[src/rtl/pipe_ctrl_if.sv]
// Handshake bundle between the 5-stage pipeline and its hazard/sequencing controller.
// The pipeline side is the master; pipe_ctrl attaches through the slave modport.
interface pipe_ctrl_if;
  logic        id_rs1_read_i;
  logic        id_rs2_read_i;
  logic [4:0]  id_rs1_addr_i;
  logic [4:0]  id_rs2_addr_i;
  logic        ex_load_i;
  logic        ex_wen_i;
  logic [4:0]  ex_rd_addr_i;
  logic        ex_jump_i;
  logic [31:0] ex_jump_addr_i;
  logic        ex_mc_req_i;
  logic        mc_done_i;
  logic [3:0]  stall_o;
  logic [2:0]  flush_o;
  logic        jump_o;
  logic [31:0] jump_addr_o;
  logic        mc_start_o;
  logic        mc_abort_o;

  modport master (
    output id_rs1_read_i, id_rs2_read_i, id_rs1_addr_i, id_rs2_addr_i,
           ex_load_i, ex_wen_i, ex_rd_addr_i, ex_jump_i, ex_jump_addr_i,
           ex_mc_req_i, mc_done_i,
    input  stall_o, flush_o, jump_o, jump_addr_o, mc_start_o, mc_abort_o
  );

  modport slave (
    input  id_rs1_read_i, id_rs2_read_i, id_rs1_addr_i, id_rs2_addr_i,
           ex_load_i, ex_wen_i, ex_rd_addr_i, ex_jump_i, ex_jump_addr_i,
           ex_mc_req_i, mc_done_i,
    output stall_o, flush_o, jump_o, jump_addr_o, mc_start_o, mc_abort_o
  );
endinterface

[src/rtl/pipe_ctrl.sv]
// Pipeline hazard controller: load-use stall, taken-jump squash and multicycle-op
// freeze/timeout, with a saturating count of PC-hold cycles.
module pipe_ctrl #(
  parameter int MC_TIMEOUT  = 40,
  parameter int STALL_CNT_W = 32
) (
  input  logic                   clk,
  input  logic                   rstn,
  pipe_ctrl_if.slave             bus,
  output logic [STALL_CNT_W-1:0] stall_cycles_o
);

  typedef enum logic {RUN, MC_WAIT} state_t;

  localparam logic [7:0] TIMEOUT_LAST = 8'(MC_TIMEOUT - 1);

  state_t                 state_reg, state_next;
  logic [7:0]             wait_cnt_reg, wait_cnt_next;
  logic [STALL_CNT_W-1:0] stall_cnt_reg;

  logic [3:0]  stall;
  logic [2:0]  flush;
  logic        jump;
  logic [31:0] jump_addr;
  logic        mc_start;
  logic        mc_abort;

  logic [1:0] src_read;
  logic [4:0] src_addr [2];
  logic [1:0] src_hit;
  logic       load_use;

  assign src_read    = {bus.id_rs2_read_i, bus.id_rs1_read_i};
  assign src_addr[0] = bus.id_rs1_addr_i;
  assign src_addr[1] = bus.id_rs2_addr_i;

  genvar gi;
  generate
    for (gi = 0; gi < 2; gi++) begin : g_src
      assign src_hit[gi] = src_read[gi] && (src_addr[gi] == bus.ex_rd_addr_i);
    end
  endgenerate

  // x0 is never a real dependency, so a load targeting it cannot cause a stall.
  assign load_use = bus.ex_load_i && bus.ex_wen_i && (bus.ex_rd_addr_i != 5'd0) && (|src_hit);

  always_comb begin
    stall         = 4'b0000;
    flush         = 3'b000;
    jump          = 1'b0;
    jump_addr     = 32'd0;
    mc_start      = 1'b0;
    mc_abort      = 1'b0;
    state_next    = state_reg;
    wait_cnt_next = wait_cnt_reg;
    if (rstn) begin
      case (state_reg)
        RUN: begin
          if (bus.ex_jump_i) begin
            jump      = 1'b1;
            jump_addr = bus.ex_jump_addr_i;
            flush     = 3'b011;
          end else if (bus.ex_mc_req_i) begin
            mc_start      = 1'b1;
            stall         = 4'b0111;
            flush         = 3'b100;
            state_next    = MC_WAIT;
            wait_cnt_next = 8'd0;
          end else if (load_use) begin
            stall = 4'b0011;
            flush = 3'b010;
          end
        end
        MC_WAIT: begin
          // Done releases the freeze and lets the result into ex_mem; it beats timeout.
          if (bus.mc_done_i) begin
            state_next = RUN;
          end else if (wait_cnt_reg == TIMEOUT_LAST) begin
            mc_abort   = 1'b1;
            flush      = 3'b100;
            state_next = RUN;
          end else begin
            stall         = 4'b0111;
            flush         = 3'b100;
            wait_cnt_next = wait_cnt_reg + 8'd1;
          end
        end
        default: state_next = RUN;
      endcase
    end
  end

  always_ff @(posedge clk) begin
    if (!rstn) begin
      state_reg     <= RUN;
      wait_cnt_reg  <= 8'd0;
      stall_cnt_reg <= '0;
    end else begin
      state_reg    <= state_next;
      wait_cnt_reg <= wait_cnt_next;
      if (stall[0] && (stall_cnt_reg != '1)) begin
        stall_cnt_reg <= stall_cnt_reg + 1'b1;
      end
    end
  end

  assign bus.stall_o     = stall;
  assign bus.flush_o     = flush;
  assign bus.jump_o      = jump;
  assign bus.jump_addr_o = jump_addr;
  assign bus.mc_start_o  = mc_start;
  assign bus.mc_abort_o  = mc_abort;
  assign stall_cycles_o  = rstn ? stall_cnt_reg : '0;

endmodule
[src/flat_wrapper.sv]
// flat-port wrapper written by rule: the top's interface ports become plain ports
module pipe_ctrl_flat 
#(
  parameter int MC_TIMEOUT  = 40,
  parameter int STALL_CNT_W = 32
)
  (clk, rstn, stall_cycles_o, bus_id_rs1_read_i, bus_id_rs2_read_i, bus_id_rs1_addr_i, bus_id_rs2_addr_i, bus_ex_load_i, bus_ex_wen_i, bus_ex_rd_addr_i, bus_ex_jump_i, bus_ex_jump_addr_i, bus_ex_mc_req_i, bus_mc_done_i, bus_stall_o, bus_flush_o, bus_jump_o, bus_jump_addr_o, bus_mc_start_o, bus_mc_abort_o);
  pipe_ctrl_if bus_i ();
  input  logic clk;
  input  logic rstn;
  output logic [STALL_CNT_W-1:0] stall_cycles_o;
  input wire logic [$bits(bus_i.id_rs1_read_i)-1:0] bus_id_rs1_read_i;
  input wire logic [$bits(bus_i.id_rs2_read_i)-1:0] bus_id_rs2_read_i;
  input wire logic [$bits(bus_i.id_rs1_addr_i)-1:0] bus_id_rs1_addr_i;
  input wire logic [$bits(bus_i.id_rs2_addr_i)-1:0] bus_id_rs2_addr_i;
  input wire logic [$bits(bus_i.ex_load_i)-1:0] bus_ex_load_i;
  input wire logic [$bits(bus_i.ex_wen_i)-1:0] bus_ex_wen_i;
  input wire logic [$bits(bus_i.ex_rd_addr_i)-1:0] bus_ex_rd_addr_i;
  input wire logic [$bits(bus_i.ex_jump_i)-1:0] bus_ex_jump_i;
  input wire logic [$bits(bus_i.ex_jump_addr_i)-1:0] bus_ex_jump_addr_i;
  input wire logic [$bits(bus_i.ex_mc_req_i)-1:0] bus_ex_mc_req_i;
  input wire logic [$bits(bus_i.mc_done_i)-1:0] bus_mc_done_i;
  output wire logic [$bits(bus_i.stall_o)-1:0] bus_stall_o;
  output wire logic [$bits(bus_i.flush_o)-1:0] bus_flush_o;
  output wire logic [$bits(bus_i.jump_o)-1:0] bus_jump_o;
  output wire logic [$bits(bus_i.jump_addr_o)-1:0] bus_jump_addr_o;
  output wire logic [$bits(bus_i.mc_start_o)-1:0] bus_mc_start_o;
  output wire logic [$bits(bus_i.mc_abort_o)-1:0] bus_mc_abort_o;
  assign bus_i.id_rs1_read_i = bus_id_rs1_read_i;
  assign bus_i.id_rs2_read_i = bus_id_rs2_read_i;
  assign bus_i.id_rs1_addr_i = bus_id_rs1_addr_i;
  assign bus_i.id_rs2_addr_i = bus_id_rs2_addr_i;
  assign bus_i.ex_load_i = bus_ex_load_i;
  assign bus_i.ex_wen_i = bus_ex_wen_i;
  assign bus_i.ex_rd_addr_i = bus_ex_rd_addr_i;
  assign bus_i.ex_jump_i = bus_ex_jump_i;
  assign bus_i.ex_jump_addr_i = bus_ex_jump_addr_i;
  assign bus_i.ex_mc_req_i = bus_ex_mc_req_i;
  assign bus_i.mc_done_i = bus_mc_done_i;
  assign bus_stall_o = bus_i.stall_o;
  assign bus_flush_o = bus_i.flush_o;
  assign bus_jump_o = bus_i.jump_o;
  assign bus_jump_addr_o = bus_i.jump_addr_o;
  assign bus_mc_start_o = bus_i.mc_start_o;
  assign bus_mc_abort_o = bus_i.mc_abort_o;
  pipe_ctrl #(.MC_TIMEOUT(MC_TIMEOUT), .STALL_CNT_W(STALL_CNT_W)) u_core (.clk(clk), .rstn(rstn), .bus(bus_i), .stall_cycles_o(stall_cycles_o));
endmodule
[config.mk]
export PLATFORM = sky130hd
export DESIGN_NAME = pipe_ctrl_flat
export DESIGN_NICKNAME = d
export VERILOG_FILES = /design/src/rtl/pipe_ctrl_if.sv /design/src/rtl/pipe_ctrl.sv /design/src/flat_wrapper.sv
export SDC_FILE = /design/constraint.sdc
export NUM_CORES = 1
export LEC_CHECK = 0
export ABC_CLOCK_PERIOD_IN_PS = 6060
export BUFFER_PORTS_ARGS = -buffer_cell sky130_fd_sc_hd__buf_2
export CORE_ASPECT_RATIO = 0.75
export CORE_MARGIN = 4
export CORE_UTILIZATION = 41
export CTS_CLUSTER_SIZE = 25
export DETAILED_ROUTE_END_ITERATION = 7
export PLACE_DENSITY = 0.82
export SLEW_MARGIN = 20
export SYNTH_ARGS = -nofsm -noshare
export SYNTH_HDL_FRONTEND = slang
export SYNTH_SLANG_ARGS = --single-unit
[constraint.sdc]
create_clock -name clk -period 6.06 [get_ports clk]
set_clock_uncertainty 0.15 [all_clocks]
set_input_delay 0.606 -clock clk [delete_from_list [all_inputs] [get_ports clk]]
set_output_delay 0.606 -clock clk [all_outputs]
set_load 0.02 [all_outputs]
==> flow_metrics.env, run 1 <==
export IMPL_status="finished, final reports clean"
export IMPL_portBuffers=128
export IMPL_timing_rr_end="u_core.stall_cnt_reg[12]"
export IMPL_r2r_start="u_core.wait_cnt_reg[0]"
export IMPL_io_pins=130
export IMPL_start_util_pct=43.2
export IMPL_path_class="reg -> out"
export IMPL_cts_made_buffers=5
export IMPL_cts_sinks=41
export IMPL_largest_register_ffs=32
export IMPL_p_per_area_nw_per_um2=168
export IMPL_synth_compound_area_share_pct=15.0
export IMPL_synth_edf_count=0
export IMPL_synth_avg_cell_area_um2=7.95
export IMPL_crit_path_end_kind="output pin"
export IMPL_synth_most_common_cell="and2_1"
export IMPL_fin_crit_ns=3.41
export IMPL_area_delta_synth_final_pct=27.8
export IMPL_finalSetupTns_ns=0
export IMPL_cts_tree="yes"
export IMPL_design_die_area_um2=8190
export IMPL_yosysWarnings=0
export IMPL_coreArea_um2=6440
export IMPL_slowest_stage="a31oi_4"
export IMPL_grt_pass1_wl_um=13300
export IMPL_yosys_area_share_adder_pct=0.899
export IMPL_required_ns=5.30
export IMPL_dp_slack_ns=2.61
export IMPL_synth_commonest_cells="61 x and2_1, 41 x dfxtp_1, 24 x nor2_1"
export IMPL_dieHeight_um=79.4
export IMPL_nNetsFinal=523
export IMPL_max_cap_violations=0
export IMPL_antenna_found_initial=0
export IMPL_drive_gt1_share_pct=34.3
export IMPL_endpoint="bus_stall_o[1]"
export IMPL_cts_hold_buf=0
export IMPL_clockRootBuffer="clkbuf_8"
export IMPL_fmax_mhz=294
export IMPL_critPathMaxStageDelay_ns=0.61
export IMPL_min_delay_path_class="reg -> reg"
export IMPL_cts_setup_buffers=0
export IMPL_postRouteAntennaNets=0
export IMPL_rsz0062_at_grt="false"
export IMPL_firstDrtPassIters=4
export IMPL_worstRegToRegCells=8
export IMPL_synth_top_family_by_area="simple AND/OR/NAND/NOR gates"
export IMPL_dpl_hpwl_um=6420
export IMPL_num_antenna_cells=0
export IMPL_maxSlewHeadroom_pct=49.2
export IMPL_crit_arrival_ns=2.65
export IMPL_synthSimpleGateAreaFrac_pct=39.8
export IMPL_final_util_pct=55.2
export IMPL_routed_wl_um=8270
export IMPL_die_x_um=103
export IMPL_finalHoldViolations=0
export IMPL_cp_startpoint="u_core.wait_cnt_reg[0]"
export IMPL_slew_viol_final=0
export IMPL_cp_buffers_inverters=2
export IMPL_syn_area_um2=2780
export IMPL_synth_xor_area_share_pct=5.03
export IMPL_synth_nets=408
export IMPL_finalWeightedCongestion=0.803
export IMPL_synthFlopType="dfxtp_1"
export IMPL_peakVddDrop_mv=0.108
export IMPL_ys_seq_area_share_pct=29.5
export IMPL_clk_path_buf_depth=2
export IMPL_ys_async_sr_fraction_pct=0
export IMPL_ys_types=55
export IMPL_clk_latency_ns=0.30
export IMPL_hold_slack_ns=0.331
export IMPL_cp_depth=7
export IMPL_synthCells=350
export IMPL_timing_final_ws_setup_ns=2.65
export IMPL_rows=25
export IMPL_synth_mux_area_share_pct=4.27
export IMPL_cp_start_kind="flip-flop"
export IMPL_synthTopCellsByArea="dfxtp_1 29%, and2_1 14%, xnor2_1 3.5%, nand3_1 3.4%, or3_1 3.4%"
export IMPL_grt_ovfl_total=0
export IMPL_grt_max_degree=39
export IMPL_cts_repair_resized=0
export IMPL_worstMarginPinSlew_ns=0.762
export IMPL_crit_family="compound AO/OA/AOI/OAI gates"
export IMPL_setup_viol=0
export IMPL_detail_route_wl_per_cell_um=15.1
export IMPL_leakagePower_nw=1.60
export IMPL_r2r_slack_ns=3.19
export IMPL_dr_total_vias=2937
export IMPL_finalCritPeriodShare_pct=56.2
export IMPL_grt_use_total_pct=19.9
export IMPL_grt_pass1_vias=2739
export IMPL_drt_iter0_drc=207
export IMPL_netlist_area_leader_share_pct=29.5
export IMPL_worstPathMaxFanout=28
export IMPL_htreeDepth=2
export IMPL_drc=0
export IMPL_viasPerCell=5.37
export IMPL_synth_seq_cells=41
export IMPL_yosysTopAreaCell="dfxtp_1"
export IMPL_path_cells="ha_1 -> nand4bb_1 -> o21a_4 -> o221a_4 -> a31oi_4 -> inv_2 -> buf_2"
export IMPL_clk_pin_slew_worst_paths_ns=0.09
-- layer usage --
metal	share of wire [%]	routed length, µm	vias to the layer above	track usage, %
met5	0	0	-	0
met4	0.46	38	0	3.75
met3	5.8	481	4	3.69
met2	46	3800	87	30.3
met1	48	3950	1365	29.2
li1	-	-	1481	-
-- area by class of cell --
type / count / area [µm²]
multi-input cells: 278 / 1830
flip-flops and latches: 41 / 821
clock inverters: 3 / 43.8
fillers: 607 / 2890
clock buffers: 5 / 68.8
well taps: 81 / 101
repair buffers: 131 / 667
inverters: 8 / 30.0
-- report_power, final --
group	internal, W	switching, W
Combinational	0.0000387	0.0000580
Clock	0.000124	0.000105
Sequential	0.000270	0.00000236
-- worst register-to-register path, delay by kind of cell, from the launching register on --
family	cells	cell delay [ns]
AOI/OAI and AO/OA	3	1.15
adders and majority gates	1	0.23
buffers and inverters	1	0.18
DFF	1	0.37
muxes	1	0.32
and+or+nand+nor	2	0.36
-- per-stage QoR --
stage / power, W / instance area [µm²] / cells
after floorplan: 0.000338 / 2780 / 350
after global placement: 0.000371 / 3430 / 538
after detailed placement: 0.000374 / 3430 / 538
after CTS: 0.000599 / 3540 / 546
after global routing: 0.000621 / 3560 / 547
final: 0.000598 / 3560 / 547
-- worst min path at each step --
| stage | slack [ns] | start | depth (start not counted) | to |
|---|---|---|---|---|
| 2_1_floorplan | 0.29 | u_core.stall_cnt_reg[6] | 1 | u_core.stall_cnt_reg[6] |
| 3_3_place_gp | 0.30 | u_core.stall_cnt_reg[6] | 1 | u_core.stall_cnt_reg[6] |
| 3_5_place_dp | 0.32 | u_core.stall_cnt_reg[11] | 2 | u_core.stall_cnt_reg[11] |
| 4_1_cts | 0.33 | u_core.stall_cnt_reg[11] | 2 | u_core.stall_cnt_reg[11] |
| 5_1_grt | 0.36 | u_core.stall_cnt_reg[11] | 2 | u_core.stall_cnt_reg[11] |
| 6_report | 0.33 | u_core.stall_cnt_reg[11] | 2 | u_core.stall_cnt_reg[11] |
-- layout by cell type (no fill, tap or decap), types with 6 or more instances in the layout --
cell type,synthesis,final
buf_2,5,128
and2_1,61,61
dfxtp_1,41,41
nor2_1,24,24
nand3_1,19,19
a21oi_1,18,18
nand2_1,16,16
or3_1,15,15
nand4_1,14,14
xnor2_1,11,11
o21ai_0,10,10
or4_1,8,8
inv_1,7,7
nor4_1,7,7
o31ai_1,7,7
nor3_1,6,6
and3_1,6,6
mux2_1,6,6
-- cells by family after synthesis --
family                   after synthesis
AND/OR/NAND/NOR                      190
adder cells (fa/ha/maj)                2
other                                  1
flip-flops                            41
AO/OA/AOI/OAI                         59
multiplexers                          10
buffers and inverters                 31
XOR/XNOR                              16
No activity file was read; power rests on OpenSTA's default activity.
==> inputs of run 2 (changes only) <==
- ABC_AREA: not set -> 1
- ABC_CLOCK_PERIOD_IN_PS: 6060 -> 3160
- PLACE_DENSITY: 0.82 -> 0.79
- clock period: 6.06 -> 3.16 ns (I/O delays scaled with it)
==> run 2 against run 1 <==
Total power rose by 99%; sequential power rose by 93%; final area rose by 18%; die area rose by 21%; area after synthesis rose by 23%; critical endpoint is now bus_mc_start_o.
==> flow_metrics.env, run 2 <==
export IMPL_firstDrtPassIters=5
export IMPL_grt_ovfl_total=0
export IMPL_cts_made_buffers=5
export IMPL_grt_pass1_vias=4002
export IMPL_p_per_area_nw_per_um2=284
export IMPL_grt_pass1_wl_um=17800
export IMPL_start_util_pct=42.8
export IMPL_ys_types=27
export IMPL_fin_total_pwr_w=0.00119
export IMPL_netlist_area_leader_share_pct=23.9
export IMPL_io_pins=130
export IMPL_cts_hold_buf=0
export IMPL_design_die_area_um2=9920
export IMPL_finalSetupTns_ns=0
export IMPL_hold_path_startpoint="u_core.wait_cnt_reg[0]"
export IMPL_worstHoldEndpoint="u_core.wait_cnt_reg[0]"
export IMPL_final_cell_mix="213 x nand2_1, 128 x buf_2, 116 x nor2_1"
export IMPL_cts_sinks=41
export IMPL_crit_path_end_kind="output pin"
export IMPL_min_delay_path_class="reg -> reg"
export IMPL_fin_crit_ns=2.49
export IMPL_slowest_stage="dfxtp_1"
export IMPL_worstMarginPinSlew_ns=0.825
export IMPL_gr_max_usage_layer="met2"
export IMPL_use_met2_pct=36.0
export IMPL_required_ns=2.69
export IMPL_yosysWarnings=0
export IMPL_rsz0062_at_grt="false"
export IMPL_drive_gt1_share_pct=19.5
export IMPL_synth_commonest_cells="213 x nand2_1, 116 x nor2_1, 98 x inv_1"
export IMPL_drc=0
export IMPL_finalWeightedCongestion=0.987
export IMPL_worstRegToRegCells=9
export IMPL_slew_viol_final=0
export IMPL_nNetsFinal=799
export IMPL_grt_use_total_pct=21.4
export IMPL_clk_latency_ns=0.30
export IMPL_hold_path_cell_count=1
export IMPL_maxSlewHeadroom_pct=44.9
export IMPL_area_delta_synth_final_pct=22.2
export IMPL_largest_register_ffs=32
export IMPL_die_x_um=114
export IMPL_grtUsageMet1_pct=28.6
export IMPL_r2r_start="u_core.stall_cnt_reg[0]"
export IMPL_r2r_slack_ns=0.75
export IMPL_postRouteAntennaNets=0
export IMPL_crit_arrival_ns=2.02
export IMPL_synth_edf_count=0
export IMPL_fmax_mhz=401
export IMPL_place_area_um2=4080
export IMPL_finalInstanceArea_um2=4200
export IMPL_yosysTopAreaCell="dfxtp_1"
export IMPL_final_util_pct=52.3
export IMPL_grtUsageMet3_pct=3.40
export IMPL_syn_area_um2=3430
export IMPL_synth_most_common_cell="nand2_1"
export IMPL_hold_slack_ns=0.314
export IMPL_ys_async_sr_fraction_pct=0
export IMPL_routed_wl_um=10400
export IMPL_timing_rr_end="u_core.stall_cnt_reg[8]"
export IMPL_synth_nets=688
export IMPL_coreArea_um2=8020
export IMPL_worstPathMaxFanout=12
export IMPL_dieHeight_um=87.3
export IMPL_synthFlopType="dfxtp_1"
export IMPL_max_cap_violations=0
export IMPL_dr_total_vias=4222
export IMPL_cts_repair_resized=0
export IMPL_htreeDepth=2
export IMPL_detail_route_wl_per_cell_um=12.3
export IMPL_leakagePower_nw=2.32
export IMPL_dpl_hpwl_um=7960
export IMPL_status="finished, final reports clean"
export IMPL_path_cells="ha_1 -> nand2_1 -> nor3_1 -> nand2_1 -> nand2_1 -> nor2_1 -> inv_1 -> nor3_1 -> buf_2"
export IMPL_finalCritPeriodShare_pct=78.8
export IMPL_setup_viol=0
export IMPL_rows=28
export IMPL_cp_common_cell="nand2_1"
export IMPL_portBuffers=128
export IMPL_synthCells=630
export IMPL_cts_tree="yes"
export IMPL_critPathMaxStageDelay_ns=0.36
export IMPL_clk_path_buf_depth=2
export IMPL_grt_max_degree=41
export IMPL_cp_start_kind="flip-flop"
export IMPL_path_class="reg -> out"
export IMPL_antenna_found_initial=0
export IMPL_cts_setup_buffers=0
export IMPL_finalHoldViolations=0
export IMPL_clockRootBuffer="clkbuf_8"
export IMPL_synth_seq_cells=41
export IMPL_peakVddDrop_mv=0.146
export IMPL_synth_avg_cell_area_um2=5.45
export IMPL_clk_pin_slew_worst_paths_ns=0.08
export IMPL_mostFrequentLayoutCell="nand2_1"
export IMPL_synthTopCellsByArea="dfxtp_1 24%, nand2_1 23%, nor2_1 13%, inv_1 11%, nand4_1 5.8%"
export IMPL_drt_iter0_drc=286
export IMPL_viasPerCell=4.98
export IMPL_num_antenna_cells=0
export IMPL_ys_seq_area_share_pct=23.9
-- run 2: worst max-delay path by stage --
stage	start	end	slack (ns)
after floorplan	u_core.wait_cnt_reg[0]	bus_stall_o[1]	0.72
after global placement	rstn	u_core.stall_cnt_reg[0]	0.86
after detailed placement	u_core.stall_cnt_reg[0]	u_core.stall_cnt_reg[9]	0.80
after CTS	u_core.state_reg	bus_jump_addr_o[12]	0.63
after global routing	u_core.stall_cnt_reg[0]	u_core.stall_cnt_reg[5]	0.43
final	u_core.wait_cnt_reg[0]	bus_mc_start_o	0.67
-- run 2: cells by family after synthesis --
family / after synthesis / synth area share, %
simple gates: 398 / 48.6
buf+inv: 128 / 15.7
compound gates: 41 / 6.12
flops: 41 / 23.9
xor+xnor: 19 / 4.85
fa+ha+maj: 2 / 0.728
other cells: 1 / 0.109
-- run 2: cell type report --
class	count	area, µm²
clock buffer	7	86.3
multi-input combinational	461	2080
timing repair buffer	133	678
tap	105	131
fill	843	3830
inverter	99	372
clock inverter	1	30.0
sequential	41	821
-- run 2: per-stage QoR --
step	cells	setup WS (ns)
5_1_grt	847	0.431
2_1_floorplan	630	0.724
3_5_place_dp	839	0.801
6_report	847	0.669
4_1_cts	847	0.634
3_3_place_gp	839	0.861
-- run 2: critical path, delay by kind of cell, from the launching register on --
kind | cells | cell delay, ns
simple gates | 6 | 0.72
buf+inv | 2 | 0.46
flops | 1 | 0.36
fa+ha+maj | 1 | 0.18
-- run 2: routing by layer --
layer	up-vias	share of wire [%]
li1	2144	-
met5	-	0
met2	172	45
met3	18	8.0
met1	1888	46
met4	0	1.4
-- run 2: report_power, final --
part           internal, W  switching, W
sequential        0.000520    0.00000551
combinational    0.0000700      0.000147
clock             0.000258      0.000190
==> inputs of run 3 (changes only) <==
- ABC_CLOCK_PERIOD_IN_PS: 3160 -> 2470
- clock period: 3.16 -> 2.47 ns (I/O delays scaled with it)
==> run 3 against run 2 <==
Sequential power up 28%; die area did not move; critical endpoint is now bus_jump_addr_o[18]; via count up 0.88%; critical path type unchanged.
==> flow_metrics.env, run 3 (synthesis gave the netlist of run 2 again) <==
export IMPL_status="finished, final reports clean"
export IMPL_io_pins=130
export IMPL_worstPathMaxFanout=32
export IMPL_cp_start_kind="flip-flop"
export IMPL_cts_tree="yes"
export IMPL_firstDrtPassIters=5
export IMPL_start_util_pct=42.8
export IMPL_hold_path_startpoint="rstn"
export IMPL_dr_total_vias=4259
export IMPL_cp_depth=6
export IMPL_grt_max_degree=41
export IMPL_crit_arrival_ns=1.97
export IMPL_cp_buffers_inverters=3
export IMPL_final_cell_mix="213 x nand2_1, 128 x buf_2, 116 x nor2_1"
export IMPL_grt_use_total_pct=21.9
export IMPL_fin_crit_ns=2.37
export IMPL_grt_pass1_vias=3996
export IMPL_finalSetupTns_ns=0
export IMPL_timing_rr_end="u_core.stall_cnt_reg[2]"
export IMPL_place_area_um2=4200
export IMPL_clk_path_buf_depth=2
export IMPL_final_util_pct=53.8
export IMPL_worstRegToRegCells=10
export IMPL_dp_slack_ns=0.389
export IMPL_mostFrequentLayoutCell="nand2_1"
export IMPL_worstHoldEndpoint="u_core.wait_cnt_reg[0]"
export IMPL_finalHoldViolations=0
export IMPL_maxSlewHeadroom_pct=44.7
export IMPL_sw_frac_of_total_pct=29.5
export IMPL_finalCritPeriodShare_pct=95.9
export IMPL_routed_wl_um=10800
export IMPL_antenna_found_initial=0
export IMPL_path_class="reg -> out"
export IMPL_num_antenna_cells=0
export IMPL_crit_family="buffers and inverters"
export IMPL_postRouteAntennaNets=0
export IMPL_design_die_area_um2=9920
export IMPL_required_ns=2.07
export IMPL_setup_viol=0
export IMPL_cts_hold_buf=0
export IMPL_min_delay_path_class="in -> reg"
export IMPL_multi_input_comb_area_um2=2080
export IMPL_p_int_w=0.00109
export IMPL_fillers=808
export IMPL_dieHeight_um=87.3
export IMPL_max_cap_violations=0
export IMPL_timing_final_ws_setup_ns=0.102
export IMPL_fmax_mhz=422
export IMPL_slowest_stage="inv_1"
export IMPL_p_clk_share_pct=37.9
export IMPL_leakagePower_nw=2.39
export IMPL_rsz0062_at_grt="true"
export IMPL_clk_latency_ns=0.31
export IMPL_portBuffers=128
export IMPL_worstMarginPinSlew_ns=0.829
export IMPL_p_per_area_nw_per_um2=358
export IMPL_grt_pass1_wl_um=18000
export IMPL_peakVddDrop_mv=0.217
export IMPL_grt_ovfl_total=0
export IMPL_clockRootBuffer="clkbuf_8"
export IMPL_nNetsFinal=813
export IMPL_critPathMaxStageDelay_ns=0.60
export IMPL_drive_gt1_share_pct=21.3
export IMPL_hold_path_cell_count=3
export IMPL_slew_viol_final=0
export IMPL_r2r_start="u_core.stall_cnt_reg[0]"
export IMPL_hold_slack_ns=0.178
export IMPL_viasPerCell=4.95
export IMPL_regArea_um2=821
export IMPL_die_x_um=114
export IMPL_finalWeightedCongestion=0.987
export IMPL_coreArea_um2=8020
export IMPL_detail_route_wl_per_cell_um=12.6
export IMPL_pwr_share_seq_pct=43.5
export IMPL_largest_register_ffs=32
export IMPL_cts_made_buffers=5
export IMPL_cp_common_cell="nor2_1"
export IMPL_clk_pin_slew_worst_paths_ns=0.08
export IMPL_pwr_share_comb_pct=18.6
export IMPL_htreeDepth=2
export IMPL_rows=28
export IMPL_p_sw_w=0.000456
export IMPL_finalInstanceArea_um2=4320
export IMPL_area_delta_synth_final_pct=25.7
export IMPL_drc=0
export IMPL_r2r_slack_ns=0.36
export IMPL_cts_sinks=41
export IMPL_path_cells="nor2_1 -> inv_2 -> nor2_1 -> inv_1 -> nor2_1 -> buf_2"
export IMPL_crit_path_end_kind="output pin"
export IMPL_drt_iter0_drc=314
export IMPL_dpl_hpwl_um=8250
[run 3: worst max-delay path by stage]
stage	end	from	slack [ns]
finish	bus_jump_addr_o[18]	u_core.state_reg	0.10
global route	bus_jump_addr_o[18]	u_core.state_reg	-0.08
CTS	bus_mc_start_o	u_core.state_reg	0.08
detailed placement	u_core.wait_cnt_reg[2]	u_core.state_reg	0.39
global placement	bus_mc_start_o	u_core.wait_cnt_reg[0]	0.44
floorplan	bus_stall_o[1]	u_core.wait_cnt_reg[0]	0.10
[run 3: layout make-up]
class	instances	area share, %
inverter	99	8.61
sequential	41	19.0
clock inverter	2	0.869
tap	105	3.04
multi-input combinational	461	48.1
timing repair buffer	147	18.4
clock buffer	6	1.91
[run 3: worst min-delay path: cells and delay by family]
family | cells | cell delay, ns
buffers and inverters | 1 | 0.20
and+or+nand+nor | 1 | 0.10
AOI/OAI and AO/OA | 1 | 0.03
[run 3: repair_timing]
item	CTS	global route
gates resized for setup	0	1
setup buffers	0	0
setup endpoints to repair	0	34
[run 3: metal layers]
| layer | global-route usage, % | share of wire, % | vias to the layer above |
|---|---|---|---|
| met2 | 37.9 | 46 | 195 |
| met1 | 28.6 | 44 | 1886 |
| li1 | - | - | 2165 |
| met4 | 4.91 | 0.96 | 0 |
| met3 | 3.68 | 8.4 | 13 |
| met5 | 0 | 0 | - |
[run 3: metrics by stage]
| step | total power [W] | instances |
|---|---|---|
| finish | 0.00155 | 861 |
| global route | 0.00161 | 861 |
| detailed placement | 0.000975 | 853 |
| global placement | 0.000967 | 853 |
| floorplan | 0.000871 | 630 |
| CTS | 0.00155 | 861 |
[run 3: power groups by stage]
stage / clock network (W) / logic, W / registers [W]
after detailed placement: 0 / 0.000286 / 0.000688
after global routing: 0.000618 / 0.000318 / 0.000674
after global placement: 0 / 0.000279 / 0.000688
final: 0.000586 / 0.000287 / 0.000673
after floorplan: 0 / 0.000186 / 0.000685
after CTS: 0.000591 / 0.000287 / 0.000673
